===== src/rtl/draw_cursor_if.sv =====
// vga_if: one VGA pixel stream (counters, syncs, blanking, 12-bit RGB).
//   in  modport - consumer view (all fields are inputs)
//   out modport - producer view (all fields are outputs)
interface vga_if;
    logic [10:0] hcount;
    logic [10:0] vcount;
    logic        hsync;
    logic        vsync;
    logic        hblnk;
    logic        vblnk;
    logic [11:0] rgb;

    modport in  (input  hcount, vcount, hsync, vsync, hblnk, vblnk, rgb);
    modport out (output hcount, vcount, hsync, vsync, hblnk, vblnk, rgb);
endinterface


===== src/rtl/draw_cursor.sv =====
// draw_cursor: overlays a 16x16 arrow sprite at the mouse position on a VGA
// stream. The position is latched on each vblnk rising edge so the cursor
// never tears. All stream fields pass through a fixed 2-cycle pipeline.
//
// Ports:
//   clk40MHz  pixel clock
//   rst       asynchronous reset, active-low
//   in_if     synchronized input stream (vga_if.in)
//   out_if    overlaid output stream (vga_if.out), registered
//   xpos/ypos mouse position, already synchronous to clk40MHz
//
// Optional feature: define CURSOR_BLINK_EN to blink the cursor, toggling
// visibility every BLINK_FRAMES frames. Without it the cursor is always shown.
module draw_cursor #(
    parameter logic [11:0] CURSOR_RGB   = 12'hFFF,
    parameter logic [11:0] OUTLINE_RGB  = 12'h000,
    parameter int          BLINK_FRAMES = 30
) (
    input  logic        clk40MHz,
    input  logic        rst,
    vga_if.in           in_if,
    vga_if.out          out_if,
    input  logic [11:0] xpos,
    input  logic [11:0] ypos
);

    typedef enum logic [1:0] {
        PX_CLEAR   = 2'd0,
        PX_OUTLINE = 2'd1,
        PX_FILL    = 2'd2
    } px_t;

    if (BLINK_FRAMES < 1) begin : g_bad_blink_frames
        $error("draw_cursor: BLINK_FRAMES must be at least 1");
    end

    // Arrow sprite: a right triangle over rows 0..10 with a one-pixel outline
    // on the left edge and on the diagonal; rows 11..15 are empty.
    function automatic px_t sprite(input logic [3:0] r, input logic [3:0] c);
        px_t p;
        p = PX_CLEAR;
        if (r <= 4'd10) begin
            if (c == 4'd0 || c == r) p = PX_OUTLINE;
            else if (c < r)          p = PX_FILL;
        end
        return p;
    endfunction

    // ---------------- position latch ----------------
    logic        vblnk_d;
    logic [11:0] cur_x;
    logic [11:0] cur_y;
    logic        vblnk_rise;

    assign vblnk_rise = in_if.vblnk & ~vblnk_d;

    // NOTE: sequential state uses non-blocking assignments so every register
    // samples pre-edge values, independent of statement order.
    always_ff @(posedge clk40MHz or negedge rst) begin
        if (!rst) begin
            vblnk_d <= 1'b0;
            cur_x   <= '0;
            cur_y   <= '0;
        end else begin
            vblnk_d <= in_if.vblnk;
            if (vblnk_rise) begin
                cur_x <= xpos;
                cur_y <= ypos;
            end
        end
    end

    // ---------------- blink control ----------------
    logic visible;
`ifdef CURSOR_BLINK_EN
    localparam int CW = (BLINK_FRAMES > 1) ? $clog2(BLINK_FRAMES) : 1;
    logic [CW-1:0] blink_cnt;

    always_ff @(posedge clk40MHz or negedge rst) begin
        if (!rst) begin
            blink_cnt <= '0;
            visible   <= 1'b1;
        end else if (vblnk_rise) begin
            if (blink_cnt == CW'(BLINK_FRAMES - 1)) begin
                blink_cnt <= '0;
                visible   <= ~visible;
            end else begin
                blink_cnt <= blink_cnt + 1'b1;
            end
        end
    end
`else
    assign visible = 1'b1;
`endif

    // ---------------- stage 1: window test ----------------
    // 13-bit compare so cur+16 cannot wrap; hcount is at most 2047, so any
    // position at or above 2048 simply never matches.
    logic [12:0] h13, v13, cx13, cy13;
    logic        inwin;

    assign h13   = {2'b00, in_if.hcount};
    assign v13   = {2'b00, in_if.vcount};
    assign cx13  = {1'b0, cur_x};
    assign cy13  = {1'b0, cur_y};
    assign inwin = (h13 >= cx13) && (h13 < cx13 + 13'd16) &&
                   (v13 >= cy13) && (v13 < cy13 + 13'd16);

    logic [10:0] hcount_s1, vcount_s1;
    logic        hsync_s1, vsync_s1, hblnk_s1, vblnk_s1, inwin_s1;
    logic [11:0] rgb_s1;
    logic [3:0]  dx_s1, dy_s1;

    always_ff @(posedge clk40MHz or negedge rst) begin
        if (!rst) begin
            hcount_s1 <= '0;
            vcount_s1 <= '0;
            hsync_s1  <= 1'b0;
            vsync_s1  <= 1'b0;
            hblnk_s1  <= 1'b0;
            vblnk_s1  <= 1'b0;
            rgb_s1    <= '0;
            inwin_s1  <= 1'b0;
            dx_s1     <= '0;
            dy_s1     <= '0;
        end else begin
            hcount_s1 <= in_if.hcount;
            vcount_s1 <= in_if.vcount;
            hsync_s1  <= in_if.hsync;
            vsync_s1  <= in_if.vsync;
            hblnk_s1  <= in_if.hblnk;
            vblnk_s1  <= in_if.vblnk;
            rgb_s1    <= in_if.rgb;
            inwin_s1  <= inwin;
            // Low 4 bits of the offset only depend on the low 4 bits.
            dx_s1     <= in_if.hcount[3:0] - cur_x[3:0];
            dy_s1     <= in_if.vcount[3:0] - cur_y[3:0];
        end
    end

    // ---------------- stage 2: colour mux ----------------
    px_t         px;
    logic [11:0] rgb_mix;

    // NOTE: every combinational output gets a default first, so no path
    // leaves it unassigned and no latch is inferred.
    always_comb begin
        px      = sprite(dy_s1, dx_s1);
        rgb_mix = rgb_s1;
        if (inwin_s1 && !hblnk_s1 && !vblnk_s1 && visible) begin
            case (px)
                PX_OUTLINE: rgb_mix = OUTLINE_RGB;
                PX_FILL:    rgb_mix = CURSOR_RGB;
                default:    rgb_mix = rgb_s1;
            endcase
        end
    end

    always_ff @(posedge clk40MHz or negedge rst) begin
        if (!rst) begin
            out_if.hcount <= '0;
            out_if.vcount <= '0;
            out_if.hsync  <= 1'b0;
            out_if.vsync  <= 1'b0;
            out_if.hblnk  <= 1'b0;
            out_if.vblnk  <= 1'b0;
            out_if.rgb    <= '0;
        end else begin
            out_if.hcount <= hcount_s1;
            out_if.vcount <= vcount_s1;
            out_if.hsync  <= hsync_s1;
            out_if.vsync  <= vsync_s1;
            out_if.hblnk  <= hblnk_s1;
            out_if.vblnk  <= vblnk_s1;
            out_if.rgb    <= rgb_mix;
        end
    end

endmodule

===== src/flat_wrapper.sv =====
// flat-port wrapper written by rule: the top's interface ports become plain ports
module draw_cursor_flat 
#(
    parameter logic [11:0] CURSOR_RGB   = 12'hFFF,
    parameter logic [11:0] OUTLINE_RGB  = 12'h000,
    parameter int          BLINK_FRAMES = 30
)
  (clk40MHz, rst, xpos, ypos, in_if_hcount, in_if_vcount, in_if_hsync, in_if_vsync, in_if_hblnk, in_if_vblnk, in_if_rgb, out_if_hcount, out_if_vcount, out_if_hsync, out_if_vsync, out_if_hblnk, out_if_vblnk, out_if_rgb);
  vga_if in_if_i ();
  vga_if out_if_i ();
  input  logic clk40MHz;
  input  logic rst;
  input  logic [11:0] xpos;
  input  logic [11:0] ypos;
  input wire logic [$bits(in_if_i.hcount)-1:0] in_if_hcount;
  input wire logic [$bits(in_if_i.vcount)-1:0] in_if_vcount;
  input wire logic [$bits(in_if_i.hsync)-1:0] in_if_hsync;
  input wire logic [$bits(in_if_i.vsync)-1:0] in_if_vsync;
  input wire logic [$bits(in_if_i.hblnk)-1:0] in_if_hblnk;
  input wire logic [$bits(in_if_i.vblnk)-1:0] in_if_vblnk;
  input wire logic [$bits(in_if_i.rgb)-1:0] in_if_rgb;
  output wire logic [$bits(out_if_i.hcount)-1:0] out_if_hcount;
  output wire logic [$bits(out_if_i.vcount)-1:0] out_if_vcount;
  output wire logic [$bits(out_if_i.hsync)-1:0] out_if_hsync;
  output wire logic [$bits(out_if_i.vsync)-1:0] out_if_vsync;
  output wire logic [$bits(out_if_i.hblnk)-1:0] out_if_hblnk;
  output wire logic [$bits(out_if_i.vblnk)-1:0] out_if_vblnk;
  output wire logic [$bits(out_if_i.rgb)-1:0] out_if_rgb;
  assign in_if_i.hcount = in_if_hcount;
  assign in_if_i.vcount = in_if_vcount;
  assign in_if_i.hsync = in_if_hsync;
  assign in_if_i.vsync = in_if_vsync;
  assign in_if_i.hblnk = in_if_hblnk;
  assign in_if_i.vblnk = in_if_vblnk;
  assign in_if_i.rgb = in_if_rgb;
  assign out_if_hcount = out_if_i.hcount;
  assign out_if_vcount = out_if_i.vcount;
  assign out_if_hsync = out_if_i.hsync;
  assign out_if_vsync = out_if_i.vsync;
  assign out_if_hblnk = out_if_i.hblnk;
  assign out_if_vblnk = out_if_i.vblnk;
  assign out_if_rgb = out_if_i.rgb;
  draw_cursor #(.CURSOR_RGB(CURSOR_RGB), .OUTLINE_RGB(OUTLINE_RGB), .BLINK_FRAMES(BLINK_FRAMES)) u_core (.clk40MHz(clk40MHz), .rst(rst), .in_if(in_if_i), .out_if(out_if_i), .xpos(xpos), .ypos(ypos));
endmodule

===== config.mk =====
export PLATFORM = sky130hd
export DESIGN_NAME = draw_cursor_flat
export DESIGN_NICKNAME = d
export VERILOG_FILES = /design/src/rtl/draw_cursor_if.sv /design/src/rtl/draw_cursor.sv /design/src/flat_wrapper.sv
export SDC_FILE = /design/constraint.sdc
export NUM_CORES = 1
export LEC_CHECK = 0
export BUFFER_PORTS_ARGS = -buffer_cell sky130_fd_sc_hd__clkbuf_2
export CORE_AREA = 2 2 116 118
export DETAILED_ROUTE_END_ITERATION = 12
export DIE_AREA = 0 0 118 120
export GPL_TIMING_DRIVEN = 0
export PLACE_DENSITY_LB_ADDON = 0.15
export SETUP_SLACK_MARGIN = 0.1
export SYNTH_ARGS = -nofsm -noshare
export SYNTH_HDL_FRONTEND = slang
export SYNTH_SLANG_ARGS = --single-unit

===== constraint.sdc =====
create_clock -name clk40MHz -period 3.3 [get_ports clk40MHz]
set_input_delay 0.66 -clock clk40MHz [delete_from_list [all_inputs] [get_ports clk40MHz]]
set_output_delay 0.66 -clock clk40MHz [all_outputs]
set_load 0.005 [all_outputs]

==> results of run 1 <==
-- flip-flops by register name, indices dropped and copies added (netlist names), 4 cells and up --
signal / cells
u_core.out_if.vcount: 11
u_core.hcount_s1: 11
u_core.cur_x: 12
u_core.cur_y: 12
u_core.rgb_s1: 12
u_core.vcount_s1: 11
u_core.dy_s1: 4
u_core.dx_s1: 4
u_core.out_if.rgb: 12
u_core.out_if.hcount: 11
-- timing repair --
item / 4_1_cts / 5_1_grt
endpoints found under the hold margin: 0 / 0
setup endpoints to repair: 0 / 10
resized for setup: 0 / 1
hold buffers: 0 / 0
buffers inserted: 0 / 0
-- cells in the mapped netlist, types with 2 or more instances --
library cell,instances,share of area
sky130_fd_sc_hd__dfrtp_1,109,0.61
sky130_fd_sc_hd__ha_1,43,0.12
sky130_fd_sc_hd__inv_1,40,0.034
sky130_fd_sc_hd__o21ai_0,33,0.037
sky130_fd_sc_hd__nand2_1,26,0.022
sky130_fd_sc_hd__a21oi_1,14,0.016
sky130_fd_sc_hd__nand3_1,11,0.012
sky130_fd_sc_hd__xnor2_1,11,0.022
sky130_fd_sc_hd__nor2_1,8,0.0068
sky130_fd_sc_hd__nor2b_1,7,0.0099
sky130_fd_sc_hd__clkbuf_1,6,0.0051
sky130_fd_sc_hd__inv_2,4,0.0034
sky130_fd_sc_hd__nand4_1,4,0.0056
sky130_fd_sc_hd__nor3_1,4,0.0045
sky130_fd_sc_hd__o21ai_1,4,0.0045
sky130_fd_sc_hd__a21o_1,3,0.0051
sky130_fd_sc_hd__mux2_1,3,0.0076
sky130_fd_sc_hd__nand2b_1,3,0.0042
sky130_fd_sc_hd__a2111oi_0,2,0.0039
sky130_fd_sc_hd__a211oi_2,2,0.0056
sky130_fd_sc_hd__and2_1,2,0.0028
sky130_fd_sc_hd__clkinv_1,2,0.0017
sky130_fd_sc_hd__fa_1,2,0.0090
sky130_fd_sc_hd__mux2_2,2,0.0051
sky130_fd_sc_hd__o31ai_1,2,0.0034
sky130_fd_sc_hd__xor2_1,2,0.0039
-- how the worst min path moves through the flow --
stage	startpoint	end	slack (ns)	cells after the start
global route	u_core.vcount_s1[0]	u_core.out_if.vcount[0]	0.36	0
detailed placement	u_core.hcount_s1[10]	u_core.out_if.hcount[10]	0.33	0
CTS	u_core.hcount_s1[10]	u_core.out_if.hcount[10]	0.35	0
global placement	u_core.hcount_s1[2]	u_core.out_if.hcount[2]	0.33	0
floorplan	u_core.hcount_s1[0]	u_core.out_if.hcount[0]	0.33	0
finish	u_core.hcount_s1[4]	u_core.out_if.hcount[4]	0.35	0
-- metrics by stage --
stage / cells / power [uW] / hold WS, ns
2_1_floorplan: 366 / 1852 / 0.3312
3_3_place_gp: 643 / 2033 / 0.3319
3_5_place_dp: 643 / 2056 / 0.3347
4_1_cts: 659 / 3190 / 0.3508
5_1_grt: 659 / 3338 / 0.3573
6_report: 659 / 3138 / 0.3483
-- power by group --
part / switching (uW) / total, uW / internal (uW)
Sequential: 57.2 / 1510 / 1450
Clock: 476 / 1110 / 634
Combinational: 286 / 520 / 235
Total: 819 / 3140 / 2320
-- logic make-up after synthesis --
kind of cell / count (synthesis)
xor gates and xnor gates: 13
DFF: 109
buffers and inverters: 53
muxes: 5
adders and majority gates: 45
and+or+nand+nor: 71
AOI/OAI and AO/OA: 70
-- metal layers --
metal  vias up  share of wire  global-route usage
li1       1452              -                   -
met1      1402           0.47              0.1749
met2        63           0.47              0.2057
met3        12          0.044             0.03850
met4         0          0.017             0.05422
met5         -              0                   0
-- cell type report --
type                       count  area, sq um
buffer                         7        26.28
clock buffer                  12        256.5
clock inverter                 4        55.05
fill                        1300         7482
inverter                      46        172.7
multi-input combinational    204         1525
sequential                   109         2728
tap                          176        220.2
timing repair buffer         101        514.2
==> summary.txt, run 1 <==
=================================================================================
Run status                                                           finished clean
Number of nets in the synthesized netlist                                     475
Minimum setup slack among reg-to-reg paths                                0.52 ns
Number of cells produced by synthesis                                         366
Top cell family by delay on the critical path                        compound AO/OA/AOI/OAI gates
Remaining DRCs                                                                  0
First-pass GRT wire length                                           14610 microns
Largest family of logic cells by synthesized area                     adder cells
Crit start category                                                          flop
Drt first-iter violations                                                     109
Crit path DAT                                                             2.99 ns
Highest clock frequency the design can meet                            0.3591 GHz
Routed wire length                                                   8812 microns
Hold Vio Cnt, Final                                                             0
Register-to-Register Path Depth                                                10
Cell Chain, Critical Path                                            inv_1 -> ha_1 -> nor2b_1 -> o21ai_1 -> nand2b_1 -> a2111oi_0 -> ha_1 -> nor4b_2 -> clkbuf_1 -> o21ai_0
Power Dens Cells                                                     570.7 nW/um^2
Min Tclk post-route                                                      2.785 ns
Die area                                                              14160 sq um
Pre-antenna DRT Iters                                                           4
Adder-cell area share of the yosys netlist                                 0.1300
Clock latency reported for the late side of the worst-skew pair           0.35 ns
Max VDD drop                                                          0.0002356 V
Routed wire per std cell                                             13.37 microns
Most common cell after layout, fill and taps aside                   sky130_fd_sc_hd__dfrtp_1
Overall global routing resource usage                                      0.1327
Total of warnings raised by yosys                                               0
Number of sinks on the clock net                                              109
Final critical-path share of the clock period                              0.8438
Maximum buffer depth of the clock tree                                          2
Starting density of the core                                               0.3425
Slowest Stage Delay on Critical Path                                      0.47 ns
H-tree level count                                                              3
Remaining global-route overflow                                                 0
Via density per instance                                                    4.445
Startpoint of the worst-slack reg-to-reg timing path                 u_core.dy_s1[1]
Core area                                                             12980 sq um
Post-synth cell types                                                          43
Fin area                                                               5498 sq um
Post-Synth Simple-Gate Area                                               0.07853
Antenna violations before repair                                                0
Buffers added on ports                                                        101
Compound-gate portion of the synthesized area                             0.09485
Diodes inserted                                                                 0
Share of cells above drive strength 1                                      0.2629
Final setup violation count                                                     0
Root Buffer Master                                                   sky130_fd_sc_hd__clkbuf_16
Worst-Margin Slew                                                       0.8330 ns
Number of CTS-inserted buffers                                                  9
HPWL reported at the end of detailed placement                       6536 microns
Via count                                                                    2929
Max Fanout on Critical Path                                                    10
Required time at the endpoint of the critical path                        3.51 ns
Unrepaired setup endpoints after global routing                                no
Total Negative Setup Slacks                                                  0 ns
Maximum number of pins on one net before global-route repair                  110
Static Leak                                                           0.002683 uW
Critical path class                                                    reg -> reg
Floorplan row count                                                            42
Worst hold-check path type                                             reg -> reg
Via count of the first global-routing pass                                   2982
Most common cell on crit path                                        sky130_fd_sc_hd__ha_1
Crit. path cell count                                                          10
Worst clock skew                                                      0.007026 ns
Endpoint of the worst setup timing path                              u_core.out_if.rgb[8]
Worst Setup SP                                                       u_core.dy_s1[1]
Post-synth design cell area                                            4446 sq um
Layout Utilization                                                         0.4236
Yosys reg bits                                                                109
Worst slack, placed                                                     0.3248 ns
Post-placement cell area                                               5180 sq um
Kind of end point of the critical path                                       flop
Global placer's final weighted congestion                                  0.8161
Mux share of post-synthesis cell area                                     0.01267
Avg Synthesized Cell Area                                             12.15 sq um
Horiz. Die Dim                                                        118 microns
Total number of nets in the final design                                      587
Post-route setup slack                                                  0.5154 ns
TritonCTS clock tree                                                        built
MaxCap Viol Count                                                               0
Number of buffer and inverter instances along the worst setup path              2
Post-synthesis share of cell area spent on xor and xnor gates             0.02561
Final Slew Violations                                                           0
Most frequent cells in the layout                                    sky130_fd_sc_hd__dfrtp_1 (109), sky130_fd_sc_hd__clkbuf_2 (100), sky130_fd_sc_hd__ha_1 (43)
Area growth from synthesis to layout                                       23.67%
Slowest stage cell, crit path                                        sky130_fd_sc_hd__a2111oi_0
Number of synthesized flops with an enable pin                                  0
Flip-flop cell with the highest count after synthesis                sky130_fd_sc_hd__dfrtp_1
Headroom to the max-slew limit                                             0.4447
Async set or reset register ratio after synthesis                           1.000
DRT antenna net count                                                           0
Number of top-level design ports                                              102
Die height                                                            120 microns
Clock Pin Slew Worst Setup and Hold Paths                                 0.07 ns
Capture point of the worst reg-to-reg path                           u_core.out_if.rgb[8]
Sequential fraction of the synthesis area                                  0.6136
=================================================================================
(Power assumes the default switching activity.)
==> inputs of run 2 (changes only) <==
Settings changed: ABC_AREA set to 1, CORE_AREA 2 2 116 118 to 2 2 119 121, DIE_AREA 0 0 118 120 to 0 0 121 123.
Clock period 3.3 ns to 2.3 ns, I/O delays scaled along.
==> summary.txt, run 2 <==
=================================================================================
Run status                                                           finished clean
First-pass GRT wire length                                           15390 microns   +5.4%
Headroom to the max-slew limit                                             0.4364   -0.008321
Critical path class                                                    reg -> reg
Post-placement cell area                                               5431 sq um   +4.9%
Cell Chain, Critical Path                                            inv_2 -> ha_4 -> a21o_1 -> nor4_2 -> ha_1 -> nor3_4 -> buf_4 -> buf_4 -> o21ai_0
Antenna violations before repair                                                0   unchanged
Async set or reset register ratio after synthesis                           1.000   unchanged
Final setup violation count                                                     0   unchanged
Core area                                                             13610 sq um   +4.9%
Switching fraction of total power                                          0.2775   +0.01660
Via count of the first global-routing pass                                   3239   +8.6%
Pre-antenna DRT Iters                                                           4   unchanged
Dominant cells by area after synthesis                               sky130_fd_sc_hd__dfrtp_1 (58%), sky130_fd_sc_hd__ha_1 (11%), sky130_fd_sc_hd__nand2_1 (5.9%)
Avg Synthesized Cell Area                                             10.47 sq um   -14%
Sequential fraction of the synthesis area                                  0.5813   -0.03223
Area growth from synthesis to layout                                       24.00%
Worst-Margin Slew                                                       0.8454 ns   +0.01248 ns
Number of CTS-inserted buffers                                                  9   unchanged
Top post-synthesis cells by count                                    sky130_fd_sc_hd__dfrtp_1 (109), sky130_fd_sc_hd__nand2_1 (74), sky130_fd_sc_hd__inv_1 (64), sky130_fd_sc_hd__ha_1 (43), sky130_fd_sc_hd__nor2_1 (40)
Crit path DAT                                                             2.28 ns   -0.71 ns
Number of nets in the synthesized netlist                                     557   +17%
Overall global routing resource usage                                      0.1351   +0.002397
Number of top-level design ports                                              102   unchanged
Routed length on met1                                                4196 microns   +1.5%
Clock Pin Slew Worst Setup and Hold Paths                                 0.07 ns   about the same
Routed wire per std cell                                             12.35 microns   -7.6%
Global placer's final weighted congestion                                  0.7622   -6.6%
Remaining DRCs                                                                  0   unchanged
Worst clock skew                                                      0.006419 ns   -0.0006065 ns
Post-synth cell types                                                          28   -35%
Fin area                                                               5818 sq um   +5.8%
Area share of the largest cell type after synthesis                        0.5813   -0.03223
Slowest Stage Delay on Critical Path                                      0.38 ns   -0.09 ns
Max VDD drop                                                          0.0003791 V   +61%
Total internal power                                                      3424 uW   +48%
Hold Slack                                                              0.2125 ns   -0.1358 ns
Horiz. Die Dim                                                        121 microns   +2.5%
H-tree level count                                                              3   unchanged
Number of sinks on the clock net                                              109   unchanged
Clock latency reported for the late side of the worst-skew pair           0.35 ns   about the same
Number of buffer and inverter instances along the worst setup path              3   +1
Count leader, synth                                                  sky130_fd_sc_hd__dfrtp_1
HPWL reported at the end of detailed placement                       6858 microns   +4.9%
Flip-flop cell with the highest count after synthesis                sky130_fd_sc_hd__dfrtp_1
Required time at the endpoint of the critical path                        2.53 ns   -0.98 ns
Diodes inserted                                                                 0   unchanged
Root Buffer Master                                                   sky130_fd_sc_hd__clkbuf_16
Uppermost signal routing layer after detailed routing                        met4
Met2 wire len                                                        4396 microns   +6.2%
Unrepaired setup endpoints after global routing                                no
Clk pwr share                                                               0.344   -0.010
Drt first-iter violations                                                      88   -19%
Number of cells produced by synthesis                                         448   +22%
Worst hold-check path type                                            in -> async
Number of synthesized flops with an enable pin                                  0   unchanged
Sum of met3 wire segment lengths after detailed routing               521 microns   +34%
Area taken by multi-input logic gates                                  1693 sq um   +11%
Total Power Consumption                                                   4739 uW   +51%
Starting density of the core                                               0.3447   +0.002210
Logic gate share of total power                                             0.199   +0.033
Share of cells above drive strength 1                                      0.2711   +0.008187
Placed cell count                                                             729   +13%
Buffers added on ports                                                        101   unchanged
Final critical-path share of the clock period                              0.8902   +0.04639
Fill cells                                                                   1335   +2.7%
Via density per instance                                                    4.299   -3.3%
Hold Vio Cnt, Final                                                             0   unchanged
Max Fanout on Critical Path                                                     3   -7
Post-synth design cell area                                            4692 sq um   +5.5%
Top cell family by delay on the critical path                         adder cells
Power Dens Cells                                                     814.5 nW/um^2   +43%
Slowest stage cell, crit path                                        sky130_fd_sc_hd__dfrtp_1
Synth area leader                                                    sky130_fd_sc_hd__dfrtp_1
TritonCTS clock tree                                                        built
Total of warnings raised by yosys                                               0   unchanged
Most frequent cells in the layout                                    sky130_fd_sc_hd__dfrtp_1 (109), sky130_fd_sc_hd__clkbuf_2 (100), sky130_fd_sc_hd__nand2_1 (73)
Maximum number of pins on one net before global-route repair                  110   unchanged
Crit start category                                                          flop
MaxCap Viol Count                                                               0   unchanged
Min Tclk post-route                                                      2.048 ns   -0.7371 ns
Routed wire length                                                   9240 microns   +4.9%
Kind of end point of the critical path                                       flop
Static Leak                                                           0.003102 uW   +16%
Most common cell after layout, fill and taps aside                   sky130_fd_sc_hd__dfrtp_1
Via count                                                                    3216   +9.8%
DRT antenna net count                                                           0   unchanged
Highest clock frequency the design can meet                            0.4884 GHz   +36%
Maximum buffer depth of the clock tree                                          2   unchanged
Net load switching power                                                  1315 uW   +61%
Die area                                                              14880 sq um   +5.1%
Fraction of power consumed by sequential logic                              0.458   -0.022
Total number of nets in the final design                                      673   +15%
Die height                                                            123 microns   +2.5%
Remaining global-route overflow                                                 0   unchanged
Most common cell on crit path                                        sky130_fd_sc_hd__buf_4
Register cell area after layout                                        2728 sq um   unchanged
Non-Filler Instances                                                          748   +14%
Floorplan row count                                                            43   +2.4%
Final Slew Violations                                                           0   unchanged
Yosys reg bits                                                                109   unchanged
=================================================================================
run 2: cell count changes after synthesis, sizes merged, moves of 4 or more:
cell,change
nor2,+36
clkbuf,-5
inv,+26
xnor2,-9
a21oi,+21
o21ai,-23
buf,+4
xor2,+10
nand3,+6
nor2b,-7
nand2,+53
run 2: power by group through the flow:
stage | logic, uW | registers [uW] | clock network [uW]
after floorplan | 605 | 2190 | 0
after CTS | 909 | 2170 | 1700
final | 941 | 2170 | 1630
after detailed placement | 900 | 2200 | 0
after global placement | 870 | 2200 | 0
after global routing | 1110 | 2190 | 1780
run 2: worst paths after layout:
check | start | to | slack, ns | depth (start not counted)
min reg2reg | u_core.vcount_s1[5] | u_core.out_if.vcount[5] | 0.34 | 0
max | u_core.dy_s1[3] | u_core.out_if.rgb[11] | 0.25 | 9
max in group asynchronous | rst | u_core.out_if.hcount[5] | 1.50 | 1
min in group clk40MHz | in_if_rgb[1] | u_core.rgb_s1[1] | 0.22 | 1
max reg2reg | u_core.dy_s1[3] | u_core.out_if.rgb[11] | 0.25 | 9
min | rst | u_core.hsync_s1 | 0.21 | 1
run 2: logic make-up (layout without fill, tap and decap cells):
kind of cell,count (synthesis),count (layout),share of synthesized area
DFF,109,109,0.5813
xor gates and xnor gates,14,14,0.02613
and+or+nand+nor,149,149,0.1448
buffers and inverters,78,198,0.06427
AOI/OAI and AO/OA,51,51,0.05547
adders and majority gates,45,45,0.1232
muxes,2,2,0.004800
run 2: per-layer routing:
layer	GRT usage	vias up
li1	-	1632
met1	0.1692	1501
met2	0.2184	71
met3	0.04566	12
met4	0.04797	0
met5	0	-
run 2: final cells by class:
type                            instances  area share
Buffer                                  6    0.007097
Clock buffer                            9     0.03871
Clock inverter                          6     0.01527
Inverter                               72     0.04688
Multi-Input combinational cell        261      0.2910
Sequential cell                       109      0.4688
Tap cell                              180     0.03871
Timing Repair Buffer                  105     0.09355
run 2: timing repair:
action / CTS / global route
pin swaps: 4 / 3
hold buffers: 0 / 0
endpoints found under the setup margin: 10 / 13
setup buffers: 2 / 2
gates resized for setup: 4 / 8
run 2: per-stage QoR:
stage	util	TNS (ns)	setup slack [ns]
3_3_place_gp	0.3984	-82.79	-0.7664
2_1_floorplan	-	0	0.3245
5_1_grt	0.4274	0	0.06383
3_5_place_dp	0.3990	-0.01170	-0.007263
6_report	0.4274	0	0.2525
4_1_cts	0.4241	0	0.1134
